==> config.mk <==
export PLATFORM = sky130hd
export DESIGN_NAME = score_bcd_counter
export DESIGN_NICKNAME = d
export VERILOG_FILES = /design/src/rtl/score_bcd_counter.sv
export SDC_FILE = /design/constraint.sdc
export NUM_CORES = 1
export LEC_CHECK = 0
export BUFFER_PORTS_ARGS = -buffer_cell sky130_fd_sc_hd__buf_2
export CAP_MARGIN = 20
export CORE_AREA = 2 2 73 75
export CTS_CLUSTER_DIAMETER = 60
export DETAILED_ROUTE_END_ITERATION = 16
export DIE_AREA = 0 0 75 77
export PLACE_DENSITY = 0.77
export SKIP_LAST_GASP = 1
export SLEW_MARGIN = 0
export SYNTH_ARGS = -nofsm -noshare
export SYNTH_HDL_FRONTEND = slang
export SYNTH_SLANG_ARGS = --single-unit
==> constraint.sdc <==
create_clock -name clk -period 4.3 [get_ports clk]
set_input_delay 0.645 -clock clk [delete_from_list [all_inputs] [get_ports clk]]
set_output_delay 0.645 -clock clk [all_outputs]
set_load 0.02 [all_outputs]
==> src/rtl/score_bcd_counter.sv <==
// Score/combo accumulator for drum-hit judgements: serial 4-digit BCD score
// adder (one digit per cycle) with a saturating 2-digit BCD combo counter.
module score_bcd_counter #(
  parameter logic [3:0] GREAT_PTS = 4'd3,
  parameter logic [3:0] GOOD_PTS  = 4'd1
) (
  input  logic       clk,
  input  logic       reset,
  input  logic       hit_great,
  input  logic       hit_good,
  input  logic       miss,
  output logic [3:0] score_d0,
  output logic [3:0] score_d1,
  output logic [3:0] score_d2,
  output logic [3:0] score_d3,
  output logic [3:0] combo_d0,
  output logic [3:0] combo_d1,
  output logic       busy,
  output logic       overflow
);

  typedef enum logic [1:0] {IDLE, ADD, COMMIT} state_t;

  state_t     state;
  logic [3:0] score [4];
  logic [3:0] work  [4];
  logic [3:0] combo [2];
  logic [3:0] amount;
  logic [1:0] idx;
  logic       carry;

  logic [3:0] addend;
  logic [4:0] sum;
  logic [3:0] digit_next;
  logic       carry_next;
  logic       hit;

  assign hit = hit_great | hit_good;

  // NOTE: every signal written here gets a default first, so no latch can be inferred.
  always_comb begin
    addend     = (idx == 2'd0) ? amount : 4'd0;
    sum        = {1'b0, work[idx]} + {1'b0, addend} + {4'd0, carry};
    digit_next = sum[3:0];
    carry_next = 1'b0;
    if (sum > 5'd9) begin
      digit_next = sum[3:0] - 4'd10;
      carry_next = 1'b1;
    end
  end

  // NOTE: sequential state uses non-blocking assignments only; blocking here would race.
  always_ff @(posedge clk) begin
    if (reset) begin
      // NOTE: the small digit arrays are flops, not RAM, so they are reset like any register.
      state    <= IDLE;
      busy     <= 1'b0;
      overflow <= 1'b0;
      carry    <= 1'b0;
      idx      <= 2'd0;
      amount   <= 4'd0;
      for (int i = 0; i < 4; i++) begin
        score[i] <= 4'd0;
        work[i]  <= 4'd0;
      end
      combo[0] <= 4'd0;
      combo[1] <= 4'd0;
    end else begin
      // Miss clears combo in any state; a hit only counts when idle and not missed.
      if (miss) begin
        combo[0] <= 4'd0;
        combo[1] <= 4'd0;
      end else if (state == IDLE && hit) begin
        if (combo[0] == 4'd9) begin
          if (combo[1] != 4'd9) begin
            combo[0] <= 4'd0;
            combo[1] <= combo[1] + 4'd1;
          end
        end else begin
          combo[0] <= combo[0] + 4'd1;
        end
      end

      case (state)
        IDLE: begin
          if (!miss && hit) begin
            amount <= hit_great ? GREAT_PTS : GOOD_PTS;
            for (int i = 0; i < 4; i++) work[i] <= score[i];
            carry  <= 1'b0;
            idx    <= 2'd0;
            busy   <= 1'b1;
            state  <= ADD;
          end
        end
        ADD: begin
          work[idx] <= digit_next;
          carry     <= carry_next;
          if (idx == 2'd3) state <= COMMIT;
          else             idx   <= idx + 2'd1;
        end
        COMMIT: begin
          // A carry out of the thousands digit means the score saturates.
          if (carry) begin
            for (int i = 0; i < 4; i++) score[i] <= 4'd9;
            overflow <= 1'b1;
          end else begin
            for (int i = 0; i < 4; i++) score[i] <= work[i];
          end
          busy  <= 1'b0;
          state <= IDLE;
        end
        default: state <= IDLE;
      endcase
    end
  end

  assign score_d0 = score[0];
  assign score_d1 = score[1];
  assign score_d2 = score[2];
  assign score_d3 = score[3];
  assign combo_d0 = combo[0];
  assign combo_d1 = combo[1];

endmodule

---- After elaboration in Yosys (flattened, before gate mapping) ----
Memories as Yosys holds them, arrays and structs flattened. A register that Yosys moved wholly into a read port is not among the register bits.
Cells that the tools add are included.
word-level totals
  flip-flop bits (word level) ............. 11
  latch bits .............................. 0
  RAM bits ................................ 40
  memory bits (read-only) ................. 0
  output and inout bits ................... 26
  logic and storage cells ................. 123
  memories kept ........................... 3
memories
  name   depth  bits a word  rd ports  clocked after memory_dff  write ports  RTL line  source
  score  4      4            4         0                         4            25        logic [3:0] score [4];
  work   4      4            5         1                         4            26        logic [3:0] work [4];
  combo  2      4            2         0                         2            27        logic [3:0] combo [2];
operators by class
  add/sub/neg operators ................... 6
  multipliers ............................. 0
  div/mod/pow operators ................... 0
  magnitude comparators ................... 1
  equality and inequality tests ........... 8
  shift-type cells ........................ 0
  muxes and demuxes ....................... 67
  bitwise gates (word level) .............. 18
  reductions and logical operators ........ 14
operator list
  cell                   number
  $mux W4                20
  $mux W1                35
  $or A1 B1 Y1           18
  $mux W2                8
  $reduce_and A2 Y1      5
  $add A4 B1 Y4 const B  2
  $pmux W2 S2            2
  $add A4 B4 Y5          1
  $add A5 B1 Y5          1
  $gt A5 B4 Y1 const B   1
  $eq A2 B2 Y1 const B   2
  $eq A4 B4 Y1 const B   1
  $logic_not A2 Y1       2
  $ne A2 B2 Y1 const B   2
  $ne A4 B4 Y1 const B   1
  $pmux W1 S2            2
  $reduce_bool A2 Y1     2
  $reduce_or A4 Y1       1
  $sub A4 B4 Y4 const B  1
  $reduce_and A3 Y1      1
  $add A2 B1 Y2 const B  1
  $eq A2 B1 Y1 const B   1
  $logic_and A1 B1 Y1    2
  $ne A2 B1 Y1 const B   1
  $logic_not A1 Y1       1

---- Longest topological paths before layout ----
Gate-level depths: netlist of run 1.
  word-level depth ........................ 9
  mapped depth ............................ 15
  gate-level depth less buffers ........... 13

---- Worst setup path after synthesis of run 1 ----
Ideal clock, no wire load.
  path type ............................... register to register
  start point ............................. reg with a tool-made name
  end point ............................... mem work[1][2], data pin
  setup time .............................. 0.257 ns
  data arrival time ....................... 3.232 ns
  data required time ...................... 4.043 ns
  setup slack ............................. 0.811 ns
  cell stages (with the launch flop) ...... 14
  path buffers ............................ 2
  clock period less this slack ............ 3.489 ns
  cells stage by stage .................... dfxtp_1 -> mux4_1 -> inv_1 -> fa_1 -> inv_1 -> fa_1 -> clkbuf_1 -> xnor2_1 -> ha_1 -> clkbuf_1 -> or2_1 -> o32ai_2 -> o32ai_2 -> a32o_2
RTL lines
  what              RTL line
  end: declaration  26

==> results of run 1 <==
-- worst reg2reg max path, stage by stage, from the launching register on --
cell	delay (ns)
dfxtp_1	0.44
mux4_1	0.57
inv_1	0.09
fa_1	0.19
inv_1	0.06
fa_1	0.56
xnor2_1	0.21
ha_1	0.30
or2_1	0.25
o32ai_2	0.28
o32ai_2	0.19
a32o_2	0.30
-- logic make-up after synthesis --
family	synth area share, %
simple gates	16.0
compound gates	15.8
flops	51.5
buf+inv	3.92
fa+ha+maj	6.16
mux	4.95
xor+xnor	1.63
-- state kept, by name, summed over array words and instances, names as in the netlist, named ones only --
register / cells
busy: 1
idx: 2
overflow: 1
score: 16
carry: 1
work: 16
amount: 2
state: 2
combo: 8
-- final timing paths --
kind | startpoint | end | slack [ns]
worst max-delay path | register | work[2][2] | 0.63
worst min register to register | busy | busy | 0.47
worst min-delay path | busy | busy | 0.47
worst max register to register | register | work[2][2] | 0.63
-- cell type report --
cell class,instances,area share (%)
inverter,13,1.64
clock buffer,8,3.41
tap,70,2.94
multi-input combinational,165,40.1
timing repair buffer,32,5.47
sequential,51,46.4
-- metal layers --
layer | vias up | track usage [%] | part of all wire, %
li1 | 921 | - | -
met1 | 932 | 31.9 | 44
met2 | 77 | 31.1 | 48
met3 | 10 | 3.55 | 6.2
met4 | 0 | 8.93 | 1.7
met5 | - | 0 | 0
-- per-stage QoR --
stage               setup slack [ns]  cells
finish                         0.627    339
global route                   0.476    339
CTS                            0.658    338
detailed placement             0.673    330
global placement               0.767    330
floorplan                      0.811    240
-- power breakdown --
group / switching [mW] / total (mW) / internal, mW / leakage, nW
logic: 0.140 / 0.228 / 0.0880 / 0.649
registers: 0.0213 / 0.575 / 0.554 / 0.508
clock network: 0.147 / 0.298 / 0.151 / 0.0506
-- cell usage after synthesis (all sizes together) (3+ instances only) --
| cell type | count |
|---|---|
| o21ai | 9 |
| nor2 | 27 |
| nand3 | 6 |
| o31ai | 5 |
| dfxtp | 15 |
| nor2b | 5 |
| inv | 13 |
| clkbuf | 9 |
| a32o | 7 |
| edfxtp | 36 |
| xnor2 | 3 |
| mux4 | 4 |
| nand2 | 25 |
| nand2b | 6 |
| ha | 10 |
| nor3 | 8 |
| a21oi | 10 |
| o21a | 7 |
| and2 | 7 |
==> metrics.md, run 1 <==
| Metric | Value |
|---|---|
| Status | `finished clean` |
| CTS max path bufs | `2` |
| Power density cells | `roughly 370 nW/um^2` |
| Crit path arrival time | `approximately 3.7 ns` |
| Asr flop ratio synth | `0%` |
| Peak supply drop | `0.224 mV` |
| # hold bufs at CTS | `0` |
| Slew HR | `a little under half` |
| Worst path max stage delay | `0.57 ns` |
| Worst hold path class | `register to register` |
| Critical path's top delay family | `adder cells` |
| Area delta synth->final | `11.0%` |
| Yosys reg bits | `51` |
| Crit. End Element | `register` |
| Core Region | `4980 um^2` |
| TritonCTS clock tree | `built` |
| Least-Margin Pin Slew | `0.785 ns` |
| Final Setup Violations | `0` |
| Fillers | `418` |
| Drt drc | `0` |
| Setup CP Type | `register to register` |
| Core Rows | `26` |
| Yosys top cell area share | `40.3%` |
| Final net count | `285` |
| Die area | `between 5000 and 6000 um^2` |
| Total CTS buffers | `5` |
| IO Pins | `31` |
| Setup Fix Bufs, Post-CTS | `0` |
| Post-CTS sizing | `0` |
| DRT antenna net count | `0` |
| Clk_lat worst skew | `0.30 ns` |
| Max cap viols | `0` |
| Leading area contributor after synthesis | `edfxtp_1` |
| Post-DP Area | `2870 um^2` |
| Fin area | `around 3000 um^2` |
| First-pass GRT wire length | `9400 um` |
| H-tree depth | `2` |
| CP cell instances | `mux4_1, inv_1, fa_1, inv_1, fa_1, xnor2_1, ha_1, or2_1, o32ai_2, o32ai_2, a32o_2` |
| First-pass iteration count of the detailed router | `4` |
| Startpoint types | `register` |
| Commonest non-fill, non-tap cell in the layout | `edfxtp_1` |
| Die Y | `77 um` |
| Yosys warnings | `0` |
| CTS Sinks | `51` |
| Worst path depth | `11` |
| Via density | `5.72` |
| Vias in the first global route | `1940` |
| Avg Inst Size Synth | `11.2 um^2` |
| Clk slew on worst S/H paths | `0.09 ns` |
| Max Clock Freq | `272 MHz` |
| Synth Flop Type | `edfxtp_1` |
| HPWL Detailed | `roughly 4300 um` |
| Register area | `1380 um^2` |
| Clock root cell | `clkbuf_8` |
| Tot GR Track Use | `21.5%` |
| Die Wd | `75 um` |
| Area of the multi-input gates | `1190 um^2` |
| Antenna violations before repair | `0` |
| Fraction of layout cells with a size suffix above 1 | `20.1%` |
| Initial Util | `approximately 54%` |
| RD Place Congestion | `0.856` |
| WP data required | `4.35 ns` |
| Commonest non-fill, non-tap cells in the layout | `36 x edfxtp_1, 30 x buf_2, 27 x nor2_1` |
| Ant diodes | `0` |
| RSZ-0062 raised after global routing | `false` |
| Post-synthesis cell type count | `47` |
| Worst Skew | `0.00889 ns` |
| Via count | `slightly below 2000` |
| Final Total Pwr | `1.10 mW` |
| Final wirelength | `around 5700 um` |
| Final Max Slew Viols | `0` |
| R2R depth | `11` |
| Area contributors post-synth | `edfxtp_1 40%, dfxtp_1 11%, ha_1 4.7%, nor2_1 3.8%, nand2_1 3.5%` |
| Final hold vios | `0` |
| P_leak | `1.21 nW` |
| Cell count after synthesis | `240` |
| Worst Path Buf+Inv | `2` |
| Critical-path top delay cell | `mux4_1` |
| WL/cell | `16.8 um` |
| Critical path peak fanout | `12` |
| Fin crit share | `85.4%` |
| Worst Hold Path Cells | `1` |
| Post-layout minimum cycle time | `approximately 3.7 ns` |
| TNS Setup | `0 ns` |
| Input/output buffers | `30` |
| Final hold slack | `0.473 ns` |
| Pin count of the biggest net entering global routing | `18` |
| Total grt overflow | `0` |
| Finished Core Util | `59.8%` |
| Syn nets | `between 200 and 300` |
| DR iter-0 viols | `133` |
| Post-synth EDFFs | `36` |
| Post-synthesis sequential area ratio | `51.5%` |
| Syn Std Cell Area | `about 2700 um^2` |
No activity file was read; power rests on OpenSTA's default activity.
==> run 2: changes to the inputs <==
==> constraint.sdc (replaced) <==
create_clock -name clk -period 3.7 [get_ports clk]
set_input_delay 0.555 -clock clk [delete_from_list [all_inputs] [get_ports clk]]
set_output_delay 0.555 -clock clk [all_outputs]
set_load 0.02 [all_outputs]
==> metrics.md, run 2 (same netlist as run 1, synthesis figures left out) <==
| Metric | Value |
|---|---|
| Input/output buffers | `30 (unchanged)` |
| Ant diodes | `0 (unchanged)` |
| Tot GR Track Use | `22.0% (+0.48 points)` |
| DR iter-0 viols | `128 (-3.8%)` |
| Worst Skew | `0.0105 ns (+0.00161 ns)` |
| Worst Hold Path Cells | `1 (unchanged)` |
| Core Region | `4980 um^2 (unchanged)` |
| Via density | `5.82 (+1.6%)` |
| P_leak | `1.21 nW (+0.17%)` |
| Total grt overflow | `0 (unchanged)` |
| Power density cells | `425 nW/um^2 (+15%)` |
| Status | `finished clean` |
| Pin count of the biggest net entering global routing | `18 (unchanged)` |
| Die area | `5780 um^2 (unchanged)` |
| R2R depth | `11 (unchanged)` |
| Drt drc | `0 (unchanged)` |
| Antenna violations before repair | `0 (unchanged)` |
| Max cap viols | `0 (unchanged)` |
| HPWL Detailed | `4490 um (+4.5%)` |
| Final Setup Violations | `0 (unchanged)` |
| Via count | `1983 (+2.2%)` |
| TritonCTS clock tree | `built` |
| Crit path arrival time | `3.62 ns (-0.11 ns)` |
| IO Pins | `31 (unchanged)` |
| DRT antenna net count | `0 (unchanged)` |
| Post-layout minimum cycle time | `3.55 ns (-0.126 ns)` |
| Clk slew on worst S/H paths | `0.10 ns (about the same)` |
| Register area | `1380 um^2 (about the same)` |
| Startpoint types | `register` |
| Clk_lat worst skew | `0.31 ns (about the same)` |
| Initial Util | `53.8% (unchanged)` |
| Biggest regs | `score: 16 flops, work: 16 flops, combo: 8 flops` |
| Post-Layout Cell Count | `341 (+0.59%)` |
| First-pass GRT wire length | `9390 um (-0.15%)` |
| WL/cell | `17.7 um (+5.5%)` |
| Final net count | `287 (+0.70%)` |
| Setup WS post-layout | `0.152 ns (-0.474 ns)` |
| Fin crit share | `95.9% (+10 points)` |
| Clock root cell | `clkbuf_8` |
| Area of the multi-input gates | `1190 um^2 (unchanged)` |
| CTS max path bufs | `2 (unchanged)` |
| Total CTS buffers | `5 (unchanged)` |
| Setup WS pre-CTS | `0.102 ns (-0.571 ns)` |
| Core Rows | `26 (unchanged)` |
| Finished Core Util | `60.0% (+0.20 points)` |
| CTS Sinks | `51 (unchanged)` |
| Vias in the first global route | `1900 (-2.1%)` |
| Final Max Slew Viols | `0 (unchanged)` |
| Final hold vios | `0 (unchanged)` |
| Peak supply drop | `0.324 mV (+45%)` |
| Die Wd | `75 um (unchanged)` |
| H-tree depth | `2 (unchanged)` |
| Area delta synth->final | `11.4%` |
| Setup CP Type | `register to register` |
| Crit. End Element | `register` |
| RD Place Congestion | `0.868 (+1.3%)` |
| TNS Setup | `0 ns (unchanged)` |
| Max Clock Freq | `282 MHz (+3.5%)` |
| Fraction of layout cells with a size suffix above 1 | `21.8% (+1.7 points)` |
| Worst hold path class | `register to register` |
| Post-DP Area | `2890 um^2 (+0.78%)` |
| First-pass iteration count of the detailed router | `5 (+1)` |
| Critical path peak fanout | `10 (-2)` |
| Fin area | `2990 um^2 (+0.34%)` |
| # hold bufs at CTS | `0 (unchanged)` |
| Commonest non-fill, non-tap cell in the layout | `edfxtp_1` |
| Placed cells | `333 (+0.91%)` |
| Final hold slack | `0.455 ns (-0.0182 ns)` |
| Least-Margin Pin Slew | `0.806 ns (+0.0214 ns)` |
| Slew HR | `46.1% (-1.4 points)` |
| Final Total Pwr | `1.27 mW (+15%)` |
| Fillers | `414 (-0.96%)` |
| Commonest non-fill, non-tap cells in the layout | `36 x edfxtp_1, 30 x buf_2, 27 x nor2_1` |
| Final wirelength | `6050 um (+6.1%)` |
| WP data required | `3.77 ns (-0.58 ns)` |
| Die Y | `77 um (unchanged)` |
| RSZ-0062 raised after global routing | `false` |
[run 2: changes by cell type in the layout (fill, tap and decap cells not counted)]
| cell | change |
|---|---|
| buf_4 | +3 |
| clkbuf_16 | -1 |
| inv_6 | +1 |
| dfxtp_1 | -1 |
| clkbuf_2 | -1 |
| dfxtp_2 | +1 |
| clkbuf_1 | -2 |
| clkinvlp_4 | +2 |
[run 2: area by class of cell]
| cell class | count | area share [%] |
|---|---|---|
| Tap cell | 70 | 2.93 |
| Clock buffer | 5 | 2.31 |
| Clock inverter | 3 | 0.796 |
| Sequential cell | 51 | 46.3 |
| Inverter | 13 | 1.63 |
| Multi-Input combinational cell | 165 | 40.0 |
| Timing Repair Buffer | 34 | 6.04 |
[run 2: metal layers]
metal | vias up | routed length, um | track usage, %
met5 | - | 0 | 0
met4 | 0 | 84 | 8.75
met3 | 9 | 444 | 4.34
met2 | 84 | 3030 | 33.4
met1 | 962 | 2490 | 30.7
li1 | 928 | - | -
[run 2: power breakdown]
part	switching, mW	leakage (nW)	internal, mW	total (mW)
Combinational	0.171	0.660	0.104	0.276
Clock	0.190	0.0408	0.135	0.326
Sequential	0.0242	0.508	0.644	0.668
[run 2: repair_timing]
item,in CTS,in global routing
endpoints found under the hold margin,0,0
setup buffers,0,0
endpoints found under the setup margin,0,3
gates resized for setup,0,1
[run 2: worst paths after layout]
path	start	to	slack [ns]
max	register	work[1][2]	0.15
min	busy	busy	0.46
max reg2reg	register	work[1][2]	0.15
min reg2reg	busy	busy	0.46
[run 2: critical path, stage by stage (launching register included)]
cell and delay [ns]:
dfxtp_2 0.39, mux4_1 0.56, inv_1 0.10, fa_1 0.19, inv_1 0.06, fa_1 0.58
inv_1 0.08, ha_1 0.30, or2_1 0.26, o32ai_2 0.28, o32ai_2 0.19, a32o_2 0.30
